**src/rtl/apb_subsystem_pkg.sv**
```systemverilog
// Shared widths, FSM state type and address map for the APB subsystem.
package apb_subsystem_pkg;

    localparam int APB_ADDR_WIDTH = 32;
    localparam int APB_DATA_WIDTH = 32;
    localparam int APB_PROT_WIDTH = 3;

    localparam int SLAVE_WORDS = 8;
    localparam logic [31:0] SLAVE0_BASE = 32'h0000_0000;
    localparam logic [31:0] SLAVE1_BASE = 32'h0000_0020;

    typedef enum logic [1:0] {
        IDLE,
        SETUP,
        ACCESS
    } state_t;

endpackage

```
**src/rtl/apb_slave_mem.sv**
```systemverilog
// Zero-wait APB4 slave: SLAVE_WORDS x DATA_WIDTH register bank with byte strobes.
module apb_slave_mem
    import apb_subsystem_pkg::*;
#(
    parameter int DATA_WIDTH   = APB_DATA_WIDTH,
    parameter int STROBE_WIDTH = DATA_WIDTH / 8,
    parameter int IDX_WIDTH    = $clog2(SLAVE_WORDS)
) (
    input  logic                    clk,
    input  logic                    rst,
    input  logic                    psel,
    input  logic                    penable,
    input  logic                    pwrite,
    input  logic [IDX_WIDTH-1:0]    pidx,
    input  logic [DATA_WIDTH-1:0]   pwdata,
    input  logic [STROBE_WIDTH-1:0] pstrb,
    output logic [DATA_WIDTH-1:0]   prdata,
    output logic                    pready,
    output logic                    pslverr
);

    logic [DATA_WIDTH-1:0] mem [SLAVE_WORDS];
    logic                  wr_access;

    assign wr_access = psel && penable && pwrite;

    // NOTE: the bank must read back zero after reset, so it is a flop array with
    // an async clear rather than an inferred RAM macro.
    always_ff @(posedge clk or posedge rst) begin
        if (rst) begin
            for (int w = 0; w < SLAVE_WORDS; w++) begin
                mem[w] <= '0;
            end
        end else if (wr_access) begin
            for (int i = 0; i < STROBE_WIDTH; i++) begin
                if (pstrb[i]) begin
                    mem[pidx][8*i +: 8] <= pwdata[8*i +: 8];
                end
            end
        end
    end

    assign prdata  = (psel && penable && !pwrite) ? mem[pidx] : '0;
    assign pready  = 1'b1;
    assign pslverr = 1'b0;

endmodule

```
**src/rtl/apb_subsystem.sv**
```systemverilog
// Request-to-APB4 bridge with address decode onto two on-chip register banks;
// unmapped addresses complete immediately with an error and read data of zero.
module apb_subsystem
    import apb_subsystem_pkg::*;
#(
    parameter int ADDR_WIDTH   = APB_ADDR_WIDTH,
    parameter int DATA_WIDTH   = APB_DATA_WIDTH,
    parameter int STROBE_WIDTH = DATA_WIDTH / 8,
    parameter int PROT_WIDTH   = APB_PROT_WIDTH
) (
    input  logic                    PCLK,
    input  logic                    PRESETn,
    input  logic [ADDR_WIDTH-1:0]   MADDR,
    input  logic [DATA_WIDTH-1:0]   MWDATA,
    input  logic [STROBE_WIDTH-1:0] MSTRB,
    input  logic                    MWRITE,
    input  logic                    MREQ,
    input  logic [PROT_WIDTH-1:0]   MPROT,
    output logic                    MSLVERR,
    output logic [DATA_WIDTH-1:0]   MRDATA,
    output logic                    MREADY
);

    localparam int IDX_WIDTH = $clog2(SLAVE_WORDS);
    localparam logic [ADDR_WIDTH-1:0] BASE0 = ADDR_WIDTH'(SLAVE0_BASE);
    localparam logic [ADDR_WIDTH-1:0] BASE1 = ADDR_WIDTH'(SLAVE1_BASE);

    state_t                  state;
    logic                    psel, penable, pready, pslverr, capture;
    logic [ADDR_WIDTH-1:0]   paddr;
    logic [DATA_WIDTH-1:0]   pwdata, prdata, prdata0, prdata1, mrdata_q;
    logic [STROBE_WIDTH-1:0] strb_q, pstrb;
    logic                    pwrite;
    logic [PROT_WIDTH-1:0]   pprot;
    logic                    hit0, hit1, no_slave;
    logic                    pready0, pready1, pslverr0, pslverr1;
    logic                    unused_bits;

    // A new request is latched whenever the FSM is about to enter SETUP.
    assign capture = MREQ && ((state == IDLE) || (state == ACCESS && pready));

    always_ff @(posedge PCLK or posedge PRESETn) begin
        if (PRESETn) begin
            state   <= IDLE;
            psel    <= 1'b0;
            penable <= 1'b0;
        end else begin
            case (state)
                IDLE: if (MREQ) begin
                    state <= SETUP;
                    psel  <= 1'b1;
                end
                SETUP: begin
                    state   <= ACCESS;
                    penable <= 1'b1;
                end
                ACCESS: if (pready) begin
                    penable <= 1'b0;
                    state   <= MREQ ? SETUP : IDLE;
                    psel    <= MREQ;
                end
                default: begin
                    state   <= IDLE;
                    psel    <= 1'b0;
                    penable <= 1'b0;
                end
            endcase
        end
    end

    always_ff @(posedge PCLK or posedge PRESETn) begin
        if (PRESETn) begin
            paddr  <= '0;
            pwdata <= '0;
            strb_q <= '0;
            pwrite <= 1'b0;
            pprot  <= '0;
        end else if (capture) begin
            paddr  <= MADDR;
            pwdata <= MWDATA;
            strb_q <= MSTRB;
            pwrite <= MWRITE;
            pprot  <= MPROT;
        end
    end

    assign pstrb    = pwrite ? strb_q : '0;
    assign hit0     = paddr[ADDR_WIDTH-1:5] == BASE0[ADDR_WIDTH-1:5];
    assign hit1     = paddr[ADDR_WIDTH-1:5] == BASE1[ADDR_WIDTH-1:5];
    assign no_slave = !hit0 && !hit1;

    apb_slave_mem #(.DATA_WIDTH(DATA_WIDTH), .STROBE_WIDTH(STROBE_WIDTH)) u_slave0 (
        .clk(PCLK), .rst(PRESETn), .psel(psel && hit0), .penable(penable), .pwrite(pwrite),
        .pidx(paddr[2 +: IDX_WIDTH]), .pwdata(pwdata), .pstrb(pstrb),
        .prdata(prdata0), .pready(pready0), .pslverr(pslverr0)
    );

    apb_slave_mem #(.DATA_WIDTH(DATA_WIDTH), .STROBE_WIDTH(STROBE_WIDTH)) u_slave1 (
        .clk(PCLK), .rst(PRESETn), .psel(psel && hit1), .penable(penable), .pwrite(pwrite),
        .pidx(paddr[2 +: IDX_WIDTH]), .pwdata(pwdata), .pstrb(pstrb),
        .prdata(prdata1), .pready(pready1), .pslverr(pslverr1)
    );

    // Unmapped addresses are answered by the bridge itself: ready, error, data zero.
    assign pready  = no_slave || (hit0 ? pready0 : pready1);
    assign pslverr = no_slave || (hit0 ? pslverr0 : pslverr1);
    assign prdata  = hit0 ? prdata0 : (hit1 ? prdata1 : '0);

    assign MREADY  = (state == ACCESS) && pready;
    assign MSLVERR = MREADY && pslverr;

    always_ff @(posedge PCLK or posedge PRESETn) begin
        if (PRESETn) begin
            mrdata_q <= '0;
        end else if (MREADY && !pwrite) begin
            mrdata_q <= prdata;
        end
    end

    assign MRDATA = (MREADY && !pwrite) ? prdata : mrdata_q;

    // Protection bits have no slave-side meaning here and byte offsets are ignored.
    assign unused_bits = ^{pprot, paddr[1:0]};

endmodule

```
**config.mk**
```make
export PLATFORM = sky130hd
export DESIGN_NAME = apb_subsystem
export DESIGN_NICKNAME = d
export VERILOG_FILES = /design/src/rtl/apb_subsystem_pkg.sv /design/src/rtl/apb_slave_mem.sv /design/src/rtl/apb_subsystem.sv
export SDC_FILE = /design/constraint.sdc
export NUM_CORES = 1
export LEC_CHECK = 0
export BUFFER_PORTS_ARGS = -buffer_cell sky130_fd_sc_hd__buf_2
export CAP_MARGIN = 0
export CORE_ASPECT_RATIO = 0.8
export CORE_MARGIN = 3
export CORE_UTILIZATION = 40
export DETAILED_ROUTE_END_ITERATION = 16
export PLACE_DENSITY_LB_ADDON = 0.1
export SKIP_CTS_REPAIR_TIMING = 1
export SYNTH_ARGS = -nofsm -noshare
export SYNTH_HDL_FRONTEND = slang
export SYNTH_HIERARCHICAL = 1
export SYNTH_SLANG_ARGS = --single-unit
export TNS_END_PERCENT = 50
```
**constraint.sdc**
```tcl
create_clock -name PCLK -period 18.8 [get_ports PCLK]
set_input_delay 3.76 -clock PCLK [delete_from_list [all_inputs] [get_ports PCLK]]
set_output_delay 3.76 -clock PCLK [all_outputs]
set_load 0.005 [all_outputs]
```
==> results of run 1 <==
[through the flow]
stage | instances | cell area, µm²
global route | 2998 | 31790
detailed placement | 2884 | 29670
CTS | 2998 | 31790
floorplan | 1960 | 28490
global placement | 2884 | 29670
finish | 2999 | 31790
[final cells by class]
type / count / area, µm²
Fill cell: 6188 / 37930
Antenna cell: 1 / 2.502
Clock buffer: 96 / 1948
Clock inverter: 18 / 172.7
Tap cell: 924 / 1156
Multi-Input combinational cell: 1217 / 12420
Sequential cell: 615 / 15390
Timing Repair Buffer: 120 / 655.6
Inverter: 8 / 47.55
[how the worst min path moves through the flow]
stage                       from  cells after the start           endpoint  slack, ns
5_1_grt        u_slave1/mem[173]                      1  u_slave1/mem[173]       0.51
4_1_cts              mrdata_q[6]                      1        mrdata_q[6]       0.50
3_3_place_gp        mrdata_q[18]                      1       mrdata_q[18]       0.47
6_report             mrdata_q[6]                      1        mrdata_q[6]       0.49
3_5_place_dp         mrdata_q[6]                      1        mrdata_q[6]       0.47
2_1_floorplan          strb_q[0]                      1          strb_q[0]       0.47
[flip-flops by register name, indices dropped and copies added (netlist names)]
| register | cells |
|---|---|
| u_slave1/mem | 256 |
| mrdata_q | 32 |
| pwdata | 32 |
| penable | 1 |
| strb_q | 4 |
| pwrite | 1 |
| state | 2 |
| psel | 1 |
| u_slave0/mem | 256 |
| paddr | 30 |
[synthesized netlist by cell type (6+ instances only)]
library cell	instances	area [µm²]
nor4_1	6	37.54
nor3_2	18	180.2
nor2_2	24	150.1
inv_1	8	30.03
buf_2	45	225.2
mux2_2	508	5720
a21oi_1	66	330.3
o2bb2ai_1	32	280.3
or3_1	22	137.6
clkbuf_1	38	142.6
o22a_1	129	1130
nand4_4	8	170.2
dfrtp_1	615	15390
mux2_4	72	1081
buf_4	32	240.2
nand2b_1	6	37.54
mux2i_1	289	2893
nand3b_1	6	45.04
[cells by family (layout without fill, tap and decap cells)]
| family | count (synthesis) | after routing | synth area share (%) |
|---|---|---|---|
| mux | 870 | 870 | 34.08 |
| flops | 615 | 615 | 54.03 |
| compound gates | 230 | 230 | 6.211 |
| buf+inv | 128 | 242 | 2.469 |
| simple gates | 113 | 113 | 3.162 |
| other cells | 4 | 5 | 0.05269 |
[power by group]
group	switching (µW)	internal [µW]	leakage, µW
Sequential	84.0	1350	0.00843
Clock	531	759	0.00106
Combinational	148	80.9	0.00576
[per-layer routing]
metal	GRT usage [%]	up-vias	routed length [µm]	part of all wire, %
met2	28.16	296	30750	41
met4	4.374	2	1325	1.8
li1	-	7409	-	-
met1	31.15	8860	38400	52
met3	4.667	85	3792	5.1
met5	0	-	13	0.017
==> impl_metrics.py, run 1 <==
metrics = {
    "synth": {
        "yosys_warnings": 6,
        "synthDistinctLibCells": 36,
        "synthFlopType": "dfrtp_1",
        "synth_fp_nets": 2035,
        "ys_seq_area_share_pct": 54.03,
        "synth_enable_flop_cells": 0,
        "synth-seq-cells": 615,
        "async_flop_share_pct": 100.0,
        "synthCells": 1960,
        "syn_area_um2": 28490,
        "postSynthAreaPerCell_um2": 14.53,
    },
    "clocking": {
        "path_clk_slew_ns": 0.06,
        "insertion_delay_ns": 0.60,
        "cts_buffers": 67,
        "htreeDepth": 3,
        "cts_buffer_depth": 3,
        "cts_tree": "built",
        "cts_sinks": 615,
        "cts_root_buf": "clkbuf_16",
    },
    "setup_path": {
        "cp_slowest_cell": "dfrtp_4",
        "required_ns": 15.04,
        "cp_common_cell": "mux2i_1",
        "ff2ff_path_depth": 5,
        "crit_fanout": 135,
        "crit_path_end": "MRDATA[0]",
        "cp-end-kind": "output pin",
        "reg2reg_to": "u_slave1/mem[207]",
        "worstSetupStartpoint": "paddr[2]",
        "critPathArrivalTime_ns": 5.23,
        "path_depth": 8,
        "worstPathCellList": "buf_12 -> buf_4 -> mux2i_1 -> o22a_1 -> a21oi_1 -> mux2i_1 -> o2bb2ai_1 -> buf_2",
        "worst-r2r-setup-slack_ns": 13.92,
        "path_class": "reg -> out",
        "r2r_start": "paddr[2]",
        "critPathLaunchType": "flip-flop",
        "crit_buf_inv": 3,
        "slowest_delay_ns": 1.04,
        "cp_top_family": "buffers and inverters",
    },
    "placement": {
        "dp_hpwl_um": 46170,
        "gp_congestion": 0.7545,
        "dp_worst_setup_slack_ns": 10.48,
        "io_buffers": 103,
    },
    "global_routing": {
        "grt_max_degree": 136,
        "grt_first_pass_wirelength_um": 113600,
        "grt_pass1_vias": 17450,
        "grt_remaining_overflow": 0,
        "antenna_found_initial": 4,
        "track_usage_pct": 20.03,
    },
    "pwr": {
        "irDropWorstVdd_v": 0.00009322,
        "powerDensity_nw_per_um2": 92.73,
        "report.power.total_uw": 2948,
        "p_leak_uw": 0.01525,
    },
    "timing": {
        "setup_violations": 0,
        "timing.fmax_mhz": 111.2,
        "max_slew_margin_pct": 17.52,
        "worst_slew_pin_slew_ns": 1.237,
        "rsz0062_at_grt": "false",
        "finalHoldViolations": 0,
        "fin_skew_ns": 0.01692,
        "period_minus_slack_ns": 8.990,
        "slew_viol_final": 0,
        "whs_ns": 0.4900,
        "fin_ws_ns": 9.810,
        "post-route-period-util_pct": 47.82,
        "setup_tns_ns": 0,
    },
    "hold_path": {
        "min_path_type": "reg -> reg",
    },
    "route": {
        "routed_wl_um": 74290,
        "drt_pass1_iterations": 5,
        "avgViaCountPerCell": 5.553,
        "antenna_left": 0,
        "drc": 0,
        "drtIter0Drc": 1150,
        "wl_per_cell_um": 24.77,
        "vias": 16652,
    },
    "floorplanning": {
        "rows": 86,
        "core_area_um2": 69730,
        "ios": 109,
        "die-area_um2": 74470,
        "die_height_um": 244.7,
        "die_w_um": 304.4,
        "start_util_pct": 40.85,
    },
    "layout": {
        "drive_above_1_share_pct": 41.66,
        "syn2layout_area_growth_pct": 11.61,
        "fin_util_pct": 45.60,
        "nets": 2104,
        "final_cell_mix": "dfrtp_1, mux2_2, mux2i_1, o22a_1, buf_2",
        "layout_commonest_cell": "dfrtp_1",
    },
    "status": {
        "outcome": "complete, no violations",
    },
    "job": {
        "max-cap-violations": 0,
    },
}
(Power assumes the default switching activity.)
==> run 2: changes to the inputs <==
==> constraint.sdc (replaced) <==
create_clock -name PCLK -period 9.2 [get_ports PCLK]
set_input_delay 1.84 -clock PCLK [delete_from_list [all_inputs] [get_ports PCLK]]
set_output_delay 1.84 -clock PCLK [all_outputs]
set_load 0.005 [all_outputs]
==> run 2 against run 1 <==
  * Sequential power increased by 100%
  * Sequential cell count unchanged
  * Final area decreased by 0.53%
  * Critical path type unchanged
  * Largest power group unchanged
==> impl_metrics.py, run 2 (synthesis gave the netlist of run 1 again) <==
metrics = {
    "clocking": {
        "path_clk_slew_ns": 0.06,
        "insertion_delay_ns": 0.63,
        "cts_tree": "built",
        "cts_root_buf": "clkbuf_16",
        "cts_buffer_depth": 3,
        "cts_buffers": 61,
        "cts_sinks": 615,
        "htreeDepth": 2,
    },
    "setup_path": {
        "slowest_delay_ns": 1.09,
        "r2r_start": "paddr[2]",
        "cp_common_cell": "mux2i_1",
        "required_ns": 7.36,
        "path_class": "reg -> out",
        "cp-end-kind": "output pin",
        "ff2ff_path_depth": 4,
        "cp_top_family": "flip-flops",
        "reg2reg_to": "u_slave1/mem[72]",
        "critPathArrivalTime_ns": 4.11,
        "cp_slowest_cell": "dfrtp_4",
        "crit_buf_inv": 2,
        "critPathLaunchType": "flip-flop",
        "worst-r2r-setup-slack_ns": 5.26,
        "crit_fanout": 56,
        "worstPathCellList": "buf_4 -> mux2i_1 -> o22a_1 -> a21oi_1 -> mux2i_1 -> o2bb2ai_1 -> buf_2",
    },
    "placement": {
        "dp_hpwl_um": 46400,
        "io_buffers": 103,
        "gp_congestion": 0.7621,
        "placed_cells": 2884,
    },
    "hold_path": {
        "whs_endpoint": "mrdata_q[12]",
        "min-delay-start": "mrdata_q[12]",
        "min_path_type": "reg -> reg",
        "hold_path_depth": 1,
    },
    "global_routing": {
        "antenna_found_initial": 5,
        "grt_first_pass_wirelength_um": 114400,
        "track_usage_pct": 20.08,
        "grt_pass1_vias": 17701,
        "grt_max_degree": 126,
        "grt_remaining_overflow": 0,
    },
    "pwr": {
        "power_frac_clock_pct": 42.1,
        "powerDensity_nw_per_um2": 184.9,
        "p_int_uw": 4335,
        "power_frac_seq_pct": 49.9,
        "pwr-share-comb_pct": 8.0,
        "irDropWorstVdd_v": 0.0001552,
        "p_leak_uw": 0.01514,
        "p_sw_uw": 1511,
        "switching_share_pct": 25.84,
    },
    "timing": {
        "fin_skew_ns": 0.01264,
        "rsz0062_at_grt": "false",
        "period_minus_slack_ns": 5.951,
        "max_slew_margin_pct": 16.87,
        "slew_viol_final": 0,
        "timing.fmax_mhz": 168.0,
        "worst_slew_pin_slew_ns": 1.247,
        "finalHoldViolations": 0,
        "post-route-period-util_pct": 64.69,
        "setup_violations": 0,
        "setup_tns_ns": 0,
    },
    "layout": {
        "multi_input_area_um2": 12420,
        "layout_commonest_cell": "dfrtp_1",
        "final_cells": 2996,
        "syn2layout_area_growth_pct": 11.02,
        "reg.largest.list": "u_slave0/mem x256, u_slave1/mem x256",
        "fillers": 6239,
        "drive_above_1_share_pct": 40.96,
        "nets": 2098,
        "final_cell_mix": "dfrtp_1, mux2_2, mux2i_1, o22a_1, buf_2",
        "seq_area_um2": 15390,
    },
    "floorplanning": {
        "rows": 86,
        "die_w_um": 304.4,
        "start_util_pct": 40.85,
        "core_area_um2": 69730,
        "ios": 109,
        "die_height_um": 244.7,
        "die-area_um2": 74470,
    },
    "route": {
        "drtIter0Drc": 903,
        "antenna_left": 0,
        "vias": 16559,
        "avgViaCountPerCell": 5.527,
        "routed_wl_um": 74200,
        "drc": 0,
        "wl_per_cell_um": 24.77,
        "drt_pass1_iterations": 5,
    },
    "job": {
        "max-cap-violations": 0,
    },
    "status": {
        "outcome": "complete, no violations",
    },
}
==> run 2: changes by cell type in the layout (fill, tap and decap cells not counted) <==
cell	previous run	this run
clkbuf_1	15	26
clkinv_2	13	4
clkbuf_16	69	63
diode_2	1	4
clkbuf_8	12	11
inv_6	2	1
==> run 2: routing by layer <==
layer / wire, µm / up-vias / share of wire [%] / global-route usage (%)
li1: - / 7404 / - / -
met1: 38080 / 8749 / 51 / 30.97
met2: 30840 / 316 / 42 / 28.80
met3: 4010 / 88 / 5.4 / 4.236
met4: 1255 / 2 / 1.7 / 4.529
met5: 13 / - / 0.018 / 0
==> run 2: how the worst max path moves through the flow <==
stage | cells after the start | start | slack (ns) | end
2_1_floorplan | 1 | PRESETn | 0.32 | u_slave0/mem[0]
3_3_place_gp | 7 | paddr[2] | 3.93 | MRDATA[0]
3_5_place_dp | 7 | paddr[2] | 3.91 | MRDATA[0]
4_1_cts | 7 | paddr[2] | 3.21 | MRDATA[0]
5_1_grt | 7 | paddr[2] | 3.02 | MRDATA[1]
6_report | 7 | paddr[2] | 3.25 | MRDATA[1]
==> run 2: cell type report <==
cell class	instances	area share, %
timing repair buffer	120	2.073
multi-input combinational	1217	39.26
sequential	615	48.68
tap	924	3.656
inverter	8	0.1503
clock buffer	100	5.772
clock inverter	8	0.3759
antenna	4	0.03165
==> run 2: through the flow <==
stage	util, %	total power (µW)	setup WS, ns	hold slack [ns]	instance area [µm²]
2_1_floorplan	-	3234	0.3183	0.4712	28490
3_3_place_gp	42.55	3431	3.928	0.4781	29670
3_5_place_dp	42.55	3442	3.908	0.4786	29670
4_1_cts	45.34	5941	3.206	0.4925	31610
5_1_grt	45.34	6099	3.022	0.5042	31610
6_report	45.35	5846	3.249	0.4882	31620
==> run 2: power groups by stage <==
stage,clock (µW),sequential [µW],combinational [µW]
floorplan,0,2870,367
global placement,0,2960,470
finish,2460,2920,469
global route,2660,2930,501
detailed placement,0,2970,474
CTS,2550,2920,474
==> run 3: changes to the inputs <==
--- a/config.mk
+++ b/config.mk
@@ -5,6 +5,7 @@
 export SDC_FILE = /design/constraint.sdc
 export NUM_CORES = 1
 export LEC_CHECK = 0
+export ABC_AREA = 1
 export BUFFER_PORTS_ARGS = -buffer_cell sky130_fd_sc_hd__buf_2
 export CAP_MARGIN = 0
 export CORE_ASPECT_RATIO = 0.8
==> constraint.sdc (replaced) <==
create_clock -name PCLK -period 4.9 [get_ports PCLK]
set_input_delay 0.98 -clock PCLK [delete_from_list [all_inputs] [get_ports PCLK]]
set_output_delay 0.98 -clock PCLK [all_outputs]
set_load 0.005 [all_outputs]
==> run 3 against run 2 <==
  * Clock power is 110% higher
  * First-iteration DRC count is 120% higher
  * Cell count is 71% higher
  * Sequential cell count stayed put
  * Clock-buffer cell count is 4 higher
  * Sequential power is 80% higher
  * Utilization is 0.23 points lower
  * Sequential share of layout area is 3.0 points lower
  * Power is 100% higher
  * Critical path type unchanged
  * Largest cell class unchanged
==> impl_metrics.py, run 3 <==
metrics = {
    "setup_path": {
        "required_ns": 3.92,
        "reg2reg_to": "mrdata_q[11]",
        "cp_slowest_cell": "dfrtp_1",
        "critPathLaunchType": "flip-flop",
        "r2r_start": "paddr[4]",
        "path_class": "reg -> out",
        "ff2ff_path_depth": 11,
        "slowest_delay_ns": 0.75,
        "worst-r2r-setup-slack_ns": 1.98,
        "crit_fanout": 16,
        "worstPathCellList": "nand2_1 -> inv_1 -> buf_4 -> nand3_1 -> nand2_1 -> nor2_1 -> nor2_1 -> nand3_1 -> nand2_1 -> nand3_1 -> nand2_1 -> buf_2",
        "cp_common_cell": "nand2_1",
        "cp-end-kind": "output pin",
        "critPathArrivalTime_ns": 3.57,
    },
    "synth": {
        "synth_top_cell_by_area": "dfrtp_1",
        "async_flop_share_pct": 100.0,
        "synth_top_area_share_pct": 50.52,
        "ys_seq_area_share_pct": 50.52,
        "synth_most_common_cell": "nand2_1",
        "synthFlopType": "dfrtp_1",
        "synth.area.top_cells": "dfrtp_1, nand2_1, inv_1, nand3_1, o21ai_0",
        "synthCells": 4052,
        "yosys_warnings": 6,
        "postSynthAreaPerCell_um2": 7.519,
        "synthTopCellsByCount": "nand2_1, inv_1, dfrtp_1",
        "synthDistinctLibCells": 23,
        "synth-seq-cells": 615,
        "syn_area_um2": 30470,
        "synth_fp_nets": 4127,
        "synth_enable_flop_cells": 0,
    },
    "timing": {
        "max_slew_margin_pct": 4.368,
        "fin_skew_ns": 0.02829,
        "post-route-period-util_pct": 92.86,
        "worst_slew_pin_slew_ns": 1.429,
        "finalHoldViolations": 0,
        "whs_ns": 0.4719,
        "slew_viol_final": 0,
        "period_minus_slack_ns": 4.550,
        "timing.fmax_mhz": 219.8,
        "setup_violations": 0,
        "rsz0062_at_grt": "false",
    },
    "layout": {
        "final_cell_area_um2": 33670,
        "nets": 4150,
        "final_cell_mix": "nand2_1, inv_1, dfrtp_1, nand3_1, o21ai_0",
        "fin_util_pct": 45.13,
        "reg.largest.list": "u_slave0/mem x256, u_slave1/mem x256",
        "layout_commonest_cell": "nand2_1",
        "drive_above_1_share_pct": 8.800,
        "final_cells": 5127,
        "syn2layout_area_growth_pct": 10.52,
        "fillers": 7884,
    },
    "floorplanning": {
        "ios": 109,
        "die-area_um2": 79530,
        "rows": 89,
        "die_height_um": 252.8,
        "die_w_um": 314.6,
        "start_util_pct": 40.83,
        "core_area_um2": 74610,
    },
    "global_routing": {
        "grt_first_pass_wirelength_um": 136200,
        "grt_pass1_vias": 23029,
        "gr-max-usage-layer": "met2",
        "grt_use_met1_pct": 32.40,
        "track_usage_pct": 21.99,
        "antenna_found_initial": 13,
        "met3_usage_pct": 5.261,
        "grt_max_degree": 118,
        "globalRouteMet2Util_pct": 32.45,
        "grt_remaining_overflow": 0,
    },
    "placement": {
        "gp_congestion": 0.8068,
        "io_buffers": 103,
        "placed_cells": 5006,
        "dp_hpwl_um": 57260,
        "dpl_cell_area_um2": 31420,
    },
    "route": {
        "vias": 24459,
        "routed_wl_um": 86080,
        "antenna_left": 0,
        "drtIter0Drc": 1968,
        "drc": 0,
        "avgViaCountPerCell": 4.771,
        "wl_per_cell_um": 16.79,
        "drt_pass1_iterations": 5,
    },
    "clocking": {
        "path_clk_slew_ns": 0.06,
        "cts_buffer_depth": 3,
        "htreeDepth": 3,
        "cts_root_buf": "clkbuf_16",
        "cts_tree": "built",
        "cts_buffers": 68,
        "insertion_delay_ns": 0.61,
        "cts_sinks": 615,
    },
    "hold_path": {
        "hold_path_depth": 2,
        "whs_endpoint": "mrdata_q[22]",
        "min_path_type": "reg -> reg",
        "min-delay-start": "mrdata_q[22]",
    },
    "pwr": {
        "p_leak_uw": 0.01692,
        "irDropWorstVdd_v": 0.0002037,
        "powerDensity_nw_per_um2": 354.4,
    },
    "job": {
        "max-cap-violations": 0,
    },
    "status": {
        "outcome": "complete, no violations",
    },
}
==> run 3: cell type report <==
class                      instances  area [µm²]  area share, %
antenna                            1       2.502       0.007432
clock buffer                     104        2061          6.120
clock inverter                    16       186.4         0.5537
inverter                         624        2361          7.012
multi-input combinational       2618       11500          34.15
sequential                       615       15390          45.72
tap                             1001        1252          3.720
timing repair buffer             148       915.9          2.720
==> run 3: per-layer routing <==
| layer | share of wire, % | wire length (µm) |
|---|---|---|
| met1 | 49 | 42430 |
| met2 | 42 | 35740 |
| met3 | 6.7 | 5744 |
| met4 | 2.3 | 2002 |
| met5 | 0.18 | 156 |
==> run 3: power breakdown <==
| part | internal (µW) | switching [µW] | total, µW |
|---|---|---|---|
| registers | 5150 | 120 | 5270 |
| clock network | 3100 | 2110 | 5220 |
| logic | 356 | 1090 | 1440 |
| total | 8610 | 3320 | 11900 |
==> run 3: worst max-delay path: cells and delay by family, from the launching register on <==
kind	cells	cell delay [ns]
flip-flops	1	0.75
AND/OR/NAND/NOR	9	1.16
buffers and inverters	3	1.02
==> run 3: cells by family after synthesis <==
group / after synthesis / share of synthesized area [%]
AO/OA/AOI/OAI: 514 / 8.448
buffers and inverters: 819 / 11.88
flip-flops: 615 / 50.52
other: 4 / 0.04927
AND/OR/NAND/NOR: 2100 / 29.11
==> run 3: worst max path at each step <==
stage          startpoint         endpoint  cells after the start
6_report         paddr[4]       MRDATA[11]                     12
5_1_grt          paddr[4]        MRDATA[4]                     12
4_1_cts          paddr[4]       MRDATA[11]                     12
3_5_place_dp     paddr[4]       MRDATA[11]                     12
3_3_place_gp     paddr[4]       MRDATA[11]                     12
2_1_floorplan     PRESETn  u_slave1/mem[0]                      1
==> run 3: per-stage QoR <==
step / setup TNS, ns / power, µW / setup WS [ns]
4_1_cts: 0 / 12140 / 0.2843
3_5_place_dp: 0 / 6847 / 0.9665
2_1_floorplan: -799.17 / 6300 / -3.122
3_3_place_gp: 0 / 6845 / 0.9919
6_report: 0 / 11930 / 0.3497
5_1_grt: 0 / 12490 / 0.05424
